===== config.mk =====
export PLATFORM = sky130hd
export DESIGN_NAME = antares_mdu
export DESIGN_NICKNAME = d
export VERILOG_FILES = /design/src/rtl/antares_mdu_pkg.sv /design/src/rtl/antares_mdu.sv
export SDC_FILE = /design/constraint.sdc
export NUM_CORES = 1
export LEC_CHECK = 0
export CELL_PAD_IN_SITES_DETAIL_PLACEMENT = 0
export CELL_PAD_IN_SITES_GLOBAL_PLACEMENT = 1
export CORE_MARGIN = 2
export CORE_UTILIZATION = 35
export DETAILED_ROUTE_END_ITERATION = 12
export PLACE_DENSITY = 0.65
export SKIP_CTS_REPAIR_TIMING = 1
export SLEW_MARGIN = 20
export SYNTH_ARGS = -nofsm -noshare
export SYNTH_HDL_FRONTEND = slang
export SYNTH_SLANG_ARGS = --single-unit

===== constraint.sdc =====
create_clock -name clk -period 14.6 [get_ports clk]
set_input_delay 2.92 -clock clk [delete_from_list [all_inputs] [get_ports clk]]
set_output_delay 2.92 -clock clk [all_outputs]
set_load 0.02 [all_outputs]

===== src/rtl/antares_mdu_pkg.sv =====
// Shared encodings for the Antares multiply/divide unit: operation codes,
// FSM states and small operation-class helpers.
package antares_mdu_pkg;

  typedef enum logic [3:0] {
    OP_MULS  = 4'd0,
    OP_MULU  = 4'd1,
    OP_MADD  = 4'd2,
    OP_MADDU = 4'd3,
    OP_MSUB  = 4'd4,
    OP_MSUBU = 4'd5,
    OP_DIV   = 4'd6,
    OP_DIVU  = 4'd7,
    OP_MTHI  = 4'd8,
    OP_MTLO  = 4'd9,
    OP_NOP   = 4'd15
  } mdu_op_e;

  typedef enum logic [1:0] {
    ST_IDLE  = 2'd0,
    ST_MUL   = 2'd1,
    ST_DIV   = 2'd2,
    ST_FINAL = 2'd3
  } mdu_state_e;

  function automatic logic op_is_signed(input mdu_op_e op);
    return (op == OP_MULS) || (op == OP_MADD) || (op == OP_MSUB) || (op == OP_DIV);
  endfunction

  function automatic logic op_is_mul(input mdu_op_e op);
    return (op == OP_MULS) || (op == OP_MULU) || (op == OP_MADD) ||
           (op == OP_MADDU) || (op == OP_MSUB) || (op == OP_MSUBU);
  endfunction

  function automatic logic op_is_div(input mdu_op_e op);
    return (op == OP_DIV) || (op == OP_DIVU);
  endfunction

endpackage


===== src/rtl/antares_mdu.sv =====
// Iterative multiply/divide unit with HI/LO registers: one bit per cycle on
// operand magnitudes, sign correction and accumulate applied in FINAL.
module antares_mdu
  import antares_mdu_pkg::*;
#(
  parameter int DATA_WIDTH = 32,
  parameter bit ENABLE_DIV = 1'b1
) (
  input  logic                  clk,
  input  logic                  rst,
  input  logic [3:0]            mdu_op,
  input  logic                  mdu_start,
  input  logic [DATA_WIDTH-1:0] mdu_a,
  input  logic [DATA_WIDTH-1:0] mdu_b,
  input  logic                  mdu_stall,
  input  logic                  mdu_flush,
  output logic                  mdu_busy,
  output logic                  mdu_done,
  output logic                  mdu_div_zero,
  output logic [DATA_WIDTH-1:0] mdu_hi,
  output logic [DATA_WIDTH-1:0] mdu_lo
);

  localparam int W  = DATA_WIDTH;
  localparam int CW = $clog2(W) + 1;
  localparam logic [CW-1:0] CNT_LAST = CW'(W);

  mdu_state_e    state_q, state_d;
  logic [CW-1:0] cnt_q, cnt_d;
  logic [W-1:0]  wa_q, wa_d;     // multiply high accumulator / divide remainder
  logic [W-1:0]  wb_q, wb_d;     // multiplier then product low / dividend then quotient
  logic [W-1:0]  opnd_q, opnd_d; // multiplicand or divisor magnitude
  mdu_op_e       op_q, op_d;
  logic          neg_res_q, neg_res_d;
  logic          neg_rem_q, neg_rem_d;
  logic [W-1:0]  hi_q, hi_d, lo_q, lo_d;
  logic          busy_q, busy_d, done_q, done_d, dz_q, dz_d;

  mdu_op_e       op_in;
  logic          accept, a_neg, b_neg;
  logic [W-1:0]  a_mag, b_mag;
  logic [W:0]    mul_sum, div_shl;
  logic          div_ge;
  logic [2*W-1:0] prod, prod_s;

  always_comb begin
    op_in  = mdu_op_e'(mdu_op);
    accept = mdu_start & ~mdu_stall & ~mdu_flush & (state_q == ST_IDLE);
    a_neg  = op_is_signed(op_in) & mdu_a[W-1];
    b_neg  = op_is_signed(op_in) & mdu_b[W-1];
    a_mag  = a_neg ? -mdu_a : mdu_a;
    b_mag  = b_neg ? -mdu_b : mdu_b;

    mul_sum = {1'b0, wa_q} + {1'b0, (wb_q[0] ? opnd_q : {W{1'b0}})};
    div_shl = {wa_q, wb_q[W-1]};
    div_ge  = div_shl >= {1'b0, opnd_q};
    prod    = {wa_q, wb_q};
    prod_s  = neg_res_q ? -prod : prod;

    state_d   = state_q;
    cnt_d     = cnt_q;
    wa_d      = wa_q;
    wb_d      = wb_q;
    opnd_d    = opnd_q;
    op_d      = op_q;
    neg_res_d = neg_res_q;
    neg_rem_d = neg_rem_q;
    hi_d      = hi_q;
    lo_d      = lo_q;
    dz_d      = dz_q;
    done_d    = 1'b0;

    case (state_q)
      ST_IDLE: begin
        if (accept) begin
          op_d      = op_in;
          cnt_d     = '0;
          wa_d      = '0;
          neg_res_d = a_neg ^ b_neg;
          neg_rem_d = a_neg;
          if (op_is_mul(op_in)) begin
            state_d = ST_MUL;
            wb_d    = b_mag;
            opnd_d  = a_mag;
          end else if (op_is_div(op_in)) begin
            if (!ENABLE_DIV || (mdu_b == '0)) begin
              done_d = 1'b1;
              dz_d   = 1'b1;
            end else begin
              state_d = ST_DIV;
              wb_d    = a_mag;
              opnd_d  = b_mag;
            end
          end else if (op_in == OP_MTHI) begin
            hi_d = mdu_a;
          end else if (op_in == OP_MTLO) begin
            lo_d = mdu_a;
          end
        end
      end
      // One spare counted cycle after the W iterations gives the W+2 edge latency.
      ST_MUL, ST_DIV: begin
        if (mdu_flush) begin
          state_d = ST_IDLE;
        end else if (cnt_q == CNT_LAST) begin
          state_d = ST_FINAL;
        end else begin
          cnt_d = cnt_q + 1'b1;
          if (state_q == ST_MUL) begin
            wa_d = mul_sum[W:1];
            wb_d = {mul_sum[0], wb_q[W-1:1]};
          end else begin
            wa_d = div_ge ? W'(div_shl - {1'b0, opnd_q}) : div_shl[W-1:0];
            wb_d = {wb_q[W-2:0], div_ge};
          end
        end
      end
      ST_FINAL: begin
        state_d = ST_IDLE;
        if (!mdu_flush) begin
          done_d = 1'b1;
          dz_d   = 1'b0;
          case (op_q)
            OP_MADD, OP_MADDU: {hi_d, lo_d} = {hi_q, lo_q} + prod_s;
            OP_MSUB, OP_MSUBU: {hi_d, lo_d} = {hi_q, lo_q} - prod_s;
            OP_DIV, OP_DIVU: begin
              lo_d = neg_res_q ? -wb_q : wb_q;
              hi_d = neg_rem_q ? -wa_q : wa_q;
            end
            default: {hi_d, lo_d} = prod_s;
          endcase
        end
      end
      default: state_d = ST_IDLE;
    endcase

    busy_d = (state_d != ST_IDLE);
  end

  always_ff @(posedge clk or posedge rst) begin
    if (rst) begin
      state_q <= ST_IDLE;
      hi_q    <= '0;
      lo_q    <= '0;
      busy_q  <= 1'b0;
      done_q  <= 1'b0;
      dz_q    <= 1'b0;
    end else begin
      state_q <= state_d;
      hi_q    <= hi_d;
      lo_q    <= lo_d;
      busy_q  <= busy_d;
      done_q  <= done_d;
      dz_q    <= dz_d;
    end
  end

  // Iteration datapath carries no reset; it is reloaded on every acceptance.
  always_ff @(posedge clk) begin
    cnt_q     <= cnt_d;
    wa_q      <= wa_d;
    wb_q      <= wb_d;
    opnd_q    <= opnd_d;
    op_q      <= op_d;
    neg_res_q <= neg_res_d;
    neg_rem_q <= neg_rem_d;
  end

  assign mdu_busy     = busy_q;
  assign mdu_done     = done_q;
  assign mdu_div_zero = dz_q;
  assign mdu_hi       = hi_q;
  assign mdu_lo       = lo_q;

endmodule

### Word level (Yosys, flattened, before mapping)

Cells that the tools add are included.

| cells by class | value |
|---|---|
| add/sub/neg operators | 10 |
| $lt $le $gt $ge | 1 |
| equality and inequality tests | 33 |
| mux-type cells | 61 |
| bitwise logic cells | 8 |
| reductions and logical operators | 27 |

Operators with widths:

| operator | count |
|---|---|
| $mux 32 | 31 |
| $pmux 32 s2 | 4 |
| $pmux 32 s3 | 2 |
| $neg 32->32 | 4 |
| $add 64x64->64 | 1 |
| $mux 64 | 1 |
| $neg 64->64 | 1 |
| $sub 64x64->64 | 1 |
| $add 32x32->33 | 1 |
| $ge 33x32->1 | 1 |
| $eq 4x3->1 const B | 8 |
| $logic_not 32->1 | 1 |
| $sub 32x32->32 | 1 |
| $mux 6 | 3 |
| $reduce_and 6->1 | 3 |
| $eq 4x2->1 const B | 4 |
| $ne 2x2->1 const B | 8 |
| $mux 2 | 6 |
| $pmux 6 s2 | 1 |
| $mux 1 | 10 |
| $logic_or 1x1->1 | 9 |
| $eq 4x4->1 const B | 2 |
| $ne 2x1->1 const B | 4 |
| $reduce_and 4->1 | 2 |
| other kinds (18) | 31 |

| storage, ports and cells | value |
|---|---|
| register bits after elaboration | 177 |
| input bits | 73 |
| output and inout port bits | 67 |
| word-level logic and storage cells | 153 |

### Logic depth before layout (Yosys ltp)

| depth | value |
|---|---|
| depth after elaboration | 11 |
| depth in mapped cells | 25 |
| mapped depth without buffers | 23 |

### Worst setup path before layout

No wires, ideal clock.

| timing path | value |
|---|---|
| path kind | input-to-reg |
| start point | in mdu_stall |
| end point | reg wb_q[0], enable pin |
| setup time | 0.392 ns |
| arrival time | 6.283 ns |
| required time | 14.208 ns |
| setup slack | 7.925 ns |
| stages | 4 |
| path buffers | 0 |
| cell sequence | nor3b_1 nand2_1 a21oi_1 and2_1 |

| on the way | value |
|---|---|
| word-level cells in the longest chain between the ends | 6 |

Ends and longest elaborated chain:

| item | RTL line | text |
|---|---|---|
| from (decl) | antares_mdu.sv:15 | `input logic mdu_stall,` |
| $not 1->1 | antares_mdu.sv:48 | `accept = mdu_start & ~mdu_stall & ~mdu_flush & (state_q == ST_IDLE);` |
| $and 1x1->1 (3 in series) | antares_mdu.sv:48 |  |
| $ne 2x2->1 (no source line) | - |  |
| $reduce_and 6->1 (no source line) | - |  |
| to (signal assigned) | antares_mdu.sv:162 | `wb_q <= wb_d;` |
| to (decl) | antares_mdu.sv:31 | `logic [W-1:0] wb_q, wb_d;` |

Every way passes these cells.
A chain may end at the register's enable or synchronous reset.

### Final worst setup path

| timing path | value |
|---|---|
| start point | reg wb_q[5] |
| end point | reg hi_q[31], in the netlist mdu_hi[31] |

| on the way | value |
|---|---|
| word-level cells in the longest chain between the ends | 6 |

Ends and longest elaborated chain:

| item | RTL line | text |
|---|---|---|
| $neg 64->64 | antares_mdu.sv:58 | `prod_s = neg_res_q ? -prod : prod;` |
| $mux 64 (*) | antares_mdu.sv:58 |  |
| $sub 64x64->64 or $add 64x64->64 (tied branches) | antares_mdu.sv:125, antares_mdu.sv:124 |  |
| $pmux 32 s3 (*) | antares_mdu.sv:123 | `case (op_q)` |
| $mux 32 (*) | antares_mdu.sv:120 | `if (!mdu_flush) begin` |
| $pmux 32 s2 (*) | antares_mdu.sv:73 | `case (state_q)` |
| to (signal assigned) | antares_mdu.sv:150 | `hi_q <= hi_d;` |
| to (decl) | antares_mdu.sv:36 | `logic [W-1:0] hi_q, hi_d, lo_q, lo_d;` |

Every way passes the cells marked *; elsewhere a longest branch is shown, timed or not. The select of a mux whose other input is x is not followed.

==> flow_metrics.py <==
metrics = {
    "logic_synthesis": {
        "synthesis.yosys.warnings": 0,
        "ys.flop_type": "sky130_fd_sc_hd__edfxtp_1",
        "synth_area_leaders": "sky130_fd_sc_hd__edfxtp_1 13%, sky130_fd_sc_hd__ha_1 11%, sky130_fd_sc_hd__a21oi_1 7.8%",
        "yosysTopAreaCellShare_pct": 13.2,
        "synth-seq-cells": 176,
        "syn-instance-count": 3329,
        "syn_avg_cell_area_um2": 7.32,
        "post-synth-top-area-cell": "sky130_fd_sc_hd__edfxtp_1",
        "post_synth_instance_area_mm2": 0.0244,
        "synth_cell_types": 89,
        "postSynthNetCount": 3619,
        "number_of_synthesized_flops_with_an_enable_pin": 107,
        "synthMostInstantiatedCell": "sky130_fd_sc_hd__a21oi_1",
        "seq_area_frac_synth_pct": 20.3,
        "post_synth_most_frequent_cells": "381 x sky130_fd_sc_hd__a21oi_1, 366 x sky130_fd_sc_hd__nor2_1, 332 x sky130_fd_sc_hd__nand2_1",
        "ys_async_sr_fraction_pct": 39.2,
    },
    "floorplanning": {
        "ios": 140,
        "floorplan.core_area_mm2": 0.0687,
        "die_h_um": 268,
        "initial_utilization_pct": 35.5,
        "dieArea_mm2": 0.0718,
        "die-width_um": 268,
        "fp-row-count": 96,
    },
    "critical_path": {
        "critical_path.cell_chain": "or3_1, or3_4, or3_1, nand2b_1, or2_1, o21ai_0, xnor2_1, ha_1, nor4_1, nand3_1, a2111oi_0, o21ai_0, o211ai_1, a2111o_1, a31oi_1, o21ba_2, o21a_1, o41ai_1, nor4_1, o31a_1",
        "kind_of_start_point_of_the_critical_path": "flop",
        "setup.worst_path.start": "wb_q[5]$_DFFE_PP_",
        "worst-endpoint-required_ns": 15.00,
        "worst_path_slowest_cell": "sky130_fd_sc_hd__nor4_1",
        "rr_worst_depth": 20,
        "reg2reg_setup_slack_ns": 7.37,
        "timing.critical_path.to_type": "flop",
        "crit_path_max_delay_family": "simple AND/OR/NAND/NOR gates",
        "critical_path_s_largest_stage_delay_ns": 0.67,
        "critical_path.max_fanout": 12,
        "critPathArrivalTime_ns": 7.62,
        "cp_num_buf_inv": 0,
        "crit_type": "reg -> reg",
        "regToRegEndpoint": "mdu_hi[31]$_DFFE_PP0P_",
        "r2r_start": "wb_q[5]$_DFFE_PP_",
    },
    "clock_tree": {
        "cts-root-buf": "sky130_fd_sc_hd__clkbuf_16",
        "clkTransAtPathRegs_ns": 0.09,
        "h_tree_levels": 4,
        "cts_made_buffers": 17,
        "clock_latency_ns": 0.52,
        "cts_sinks": 176,
        "cts_tree": "built",
        "clock_path_buffers": 2,
    },
    "grt": {
        "grt-busiest-layer": "met2",
        "met3_global_route_usage_pct": 6.01,
        "grt_pass1_vias": 25100,
        "grt_use_total_pct": 30.8,
        "grt_remaining_overflow": 0,
        "grt_pass1_wl_um": 164000,
        "grt_antenna_before_repair": 2,
        "maximum_number_of_pins_on_one_net_before_global_route_repair": 66,
        "global_route.usage.met2_pct": 45.9,
        "met1_track_usage_gr_pct": 42.9,
    },
    "sta": {
        "slew_viol_final": 0,
        "maxClockFrequency_ghz": 0.138,
        "worst_pin_slew_ns": 1.02,
        "layout_worst_path_cycle_share_pct": 49.5,
        "finalSetupViolations": 0,
        "fin_tns_setup_ns": 0,
        "timing_hold_violations_final": 0,
        "worst_clock_skew_ns": 0.0205,
        "finalWorstPathRequiredPeriod_ns": 7.23,
        "slew_headroom_pct": 31.9,
        "rsz0062_at_grt": "false",
    },
    "drt": {
        "drc_viols": 0,
        "routed_wirelength_um": 112000,
        "total_number_of_vias": 26400,
        "vias_per_cell": 6.16,
        "ant_nets": 0,
        "routedWlPerCell_um": 26.1,
        "drt_iter0_drc": 2852,
        "dr_pass1_iterations": 6,
    },
    "flow_run": {
        "max_cap_viols": 0,
    },
    "place": {
        "globalplace.congestion": 1.00,
        "dpl.hpwl_um": 87400,
        "port_buffers": 139,
    },
    "pwr": {
        "max-vdd-ir-drop_mv": 0.131,
        "power_density_mw_per_mm2": 196,
        "power.static_leakage_nw": 10.9,
    },
    "run_status": {
        "run_status": "finished clean",
    },
    "cells_and_area": {
        "finish.utilization_pct": 39.7,
        "area_growth_from_synthesis_to_final_layout_pct": 11.8,
        "num-nets-final": 3632,
        "drive_above_1_share_pct": 4.23,
    },
    "worst_hold_path": {
        "hold_path_startpoint": "mdu_lo[9]$_DFFE_PP0P_",
        "holdPathEnd": "mdu_lo[9]$_DFFE_PP0P_",
        "whs_path_depth": 2,
        "min_path_type": "reg -> reg",
    },
}
[power by group]
part | switching (mW) | internal, mW
clock | 0.281 | 0.250
sequential | 0.258 | 0.704
combinational | 2.53 | 1.32
total | 3.07 | 2.28
[worst reg2reg max path, cell delays in order (launching register included)]
cell and delay (ns):
sky130_fd_sc_hd__edfxtp_1 0.46, sky130_fd_sc_hd__or3_1 0.42, sky130_fd_sc_hd__or3_4 0.35, sky130_fd_sc_hd__or3_1 0.39
sky130_fd_sc_hd__nand2b_1 0.29, sky130_fd_sc_hd__or2_1 0.52, sky130_fd_sc_hd__o21ai_0 0.30, sky130_fd_sc_hd__xnor2_1 0.25
sky130_fd_sc_hd__ha_1 0.45, sky130_fd_sc_hd__nor4_1 0.67, sky130_fd_sc_hd__nand3_1 0.31, sky130_fd_sc_hd__a2111oi_0 0.67
sky130_fd_sc_hd__o21ai_0 0.16, sky130_fd_sc_hd__o211ai_1 0.17, sky130_fd_sc_hd__a2111o_1 0.15, sky130_fd_sc_hd__a31oi_1 0.09
sky130_fd_sc_hd__o21ba_2 0.32, sky130_fd_sc_hd__o21a_1 0.23, sky130_fd_sc_hd__o41ai_1 0.52, sky130_fd_sc_hd__nor4_1 0.10
sky130_fd_sc_hd__o31a_1 0.29
[stage by stage]
step	worst slack (ns)	hold WS, ns	instance area [µm²]	cells	total power [mW]
after floorplan	7.92	0.577	24400	3329	3.42
after global placement	7.73	0.530	26600	4254	4.72
after detailed placement	7.57	0.534	26600	4254	4.71
after CTS	7.54	0.557	27200	4286	5.26
after global routing	7.14	0.579	27200	4286	5.72
final	7.37	0.555	27200	4288	5.35
[cell usage in the layout (no fill, tap or decap), types with 11 or more instances in the layout]
cell / netlist / routed
sky130_fd_sc_hd__or4_1: 23 / 23
sky130_fd_sc_hd__clkbuf_16: 0 / 17
sky130_fd_sc_hd__xnor2_1: 132 / 132
sky130_fd_sc_hd__or3_1: 28 / 27
sky130_fd_sc_hd__a221o_1: 22 / 22
sky130_fd_sc_hd__nand2b_1: 31 / 31
sky130_fd_sc_hd__o41ai_1: 19 / 19
sky130_fd_sc_hd__edfxtp_1: 107 / 107
sky130_fd_sc_hd__a21o_1: 58 / 58
sky130_fd_sc_hd__o31ai_1: 64 / 64
sky130_fd_sc_hd__and2_1: 13 / 13
sky130_fd_sc_hd__o22ai_1: 18 / 18
sky130_fd_sc_hd__clkdlybuf4s50_1: 0 / 139
sky130_fd_sc_hd__inv_1: 211 / 209
sky130_fd_sc_hd__o21a_1: 23 / 23
sky130_fd_sc_hd__o21ai_0: 219 / 219
sky130_fd_sc_hd__nor4_1: 35 / 35
sky130_fd_sc_hd__nand3_1: 68 / 68
sky130_fd_sc_hd__o221ai_1: 43 / 43
sky130_fd_sc_hd__nand2_1: 332 / 330
sky130_fd_sc_hd__mux2i_1: 71 / 71
sky130_fd_sc_hd__a21boi_0: 11 / 11
sky130_fd_sc_hd__nand4_1: 34 / 34
sky130_fd_sc_hd__xor2_1: 97 / 97
sky130_fd_sc_hd__o211ai_1: 24 / 24
sky130_fd_sc_hd__or2_2: 13 / 13
sky130_fd_sc_hd__nor2_1: 366 / 364
sky130_fd_sc_hd__ha_1: 213 / 210
sky130_fd_sc_hd__buf_4: 0 / 43
sky130_fd_sc_hd__nor2b_1: 28 / 28
sky130_fd_sc_hd__a221oi_1: 36 / 36
sky130_fd_sc_hd__o21bai_1: 54 / 54
sky130_fd_sc_hd__a211oi_1: 42 / 42
sky130_fd_sc_hd__a21oi_1: 381 / 379
sky130_fd_sc_hd__and3_1: 11 / 11
sky130_fd_sc_hd__dfrtp_1: 69 / 69
sky130_fd_sc_hd__a31oi_1: 28 / 27
sky130_fd_sc_hd__nor3_1: 69 / 66
[layout make-up]
class	instances	area, µm²
sequential	176	4940
fill	7311	41500
timing repair buffer	182	1710
tap	931	1160
antenna	2	5.00
clock inverter	15	199
inverter	215	808
clock buffer	17	425
multi-input combinational	2750	18000
[sequential cells by signal (all words and copies together) (netlist names), 2 cells and up]
| name | flops |
|---|---|
| cnt_q | 6 |
| state_q | 2 |
| opnd_q | 32 |
| mdu_hi | 32 |
| op_q | 3 |
| wa_q | 32 |
| mdu_lo | 32 |
| wb_q | 32 |
[metal layers]
| layer | share of wire (%) | vias up | wire length [µm] |
|---|---|---|---|
| met1 | 45 | 12800 | 50500 |
| met2 | 42 | 1215 | 47100 |
| met5 | 0 | - | 0 |
| met3 | 8.3 | 185 | 9270 |
| met4 | 4.5 | 0 | 5030 |
| li1 | - | 12200 | - |
[how the worst max path moves through the flow]
| stage | end | slack [ns] | cells past startpoint |
|---|---|---|---|
| final | mdu_hi[31]$_DFFE_PP0P_ | 7.37 | 20 |
| after global routing | mdu_hi[31]$_DFFE_PP0P_ | 7.14 | 20 |
| after CTS | mdu_hi[31]$_DFFE_PP0P_ | 7.54 | 20 |
| after detailed placement | mdu_hi[31]$_DFFE_PP0P_ | 7.57 | 20 |
| after global placement | mdu_hi[31]$_DFFE_PP0P_ | 7.73 | 20 |
| after floorplan | wb_q[0]$_DFFE_PP_ | 7.92 | 4 |
[cell families (layout without fill, tap and decap cells)]
logic type / after synthesis / in the layout / share of synthesized area, %
and+or+nand+nor: 1077 / 1077 / 20.3
AOI/OAI and AO/OA: 1152 / 1152 / 30.6
DFF: 176 / 176 / 20.3
muxes: 73 / 73 / 3.01
adders and majority gates: 217 / 217 / 11.3
xor gates and xnor gates: 231 / 231 / 8.36
buffers and inverters: 403 / 429 / 6.24
other: 0 / 2 / 0
Note: power is estimated with default switching activity, not from simulation.
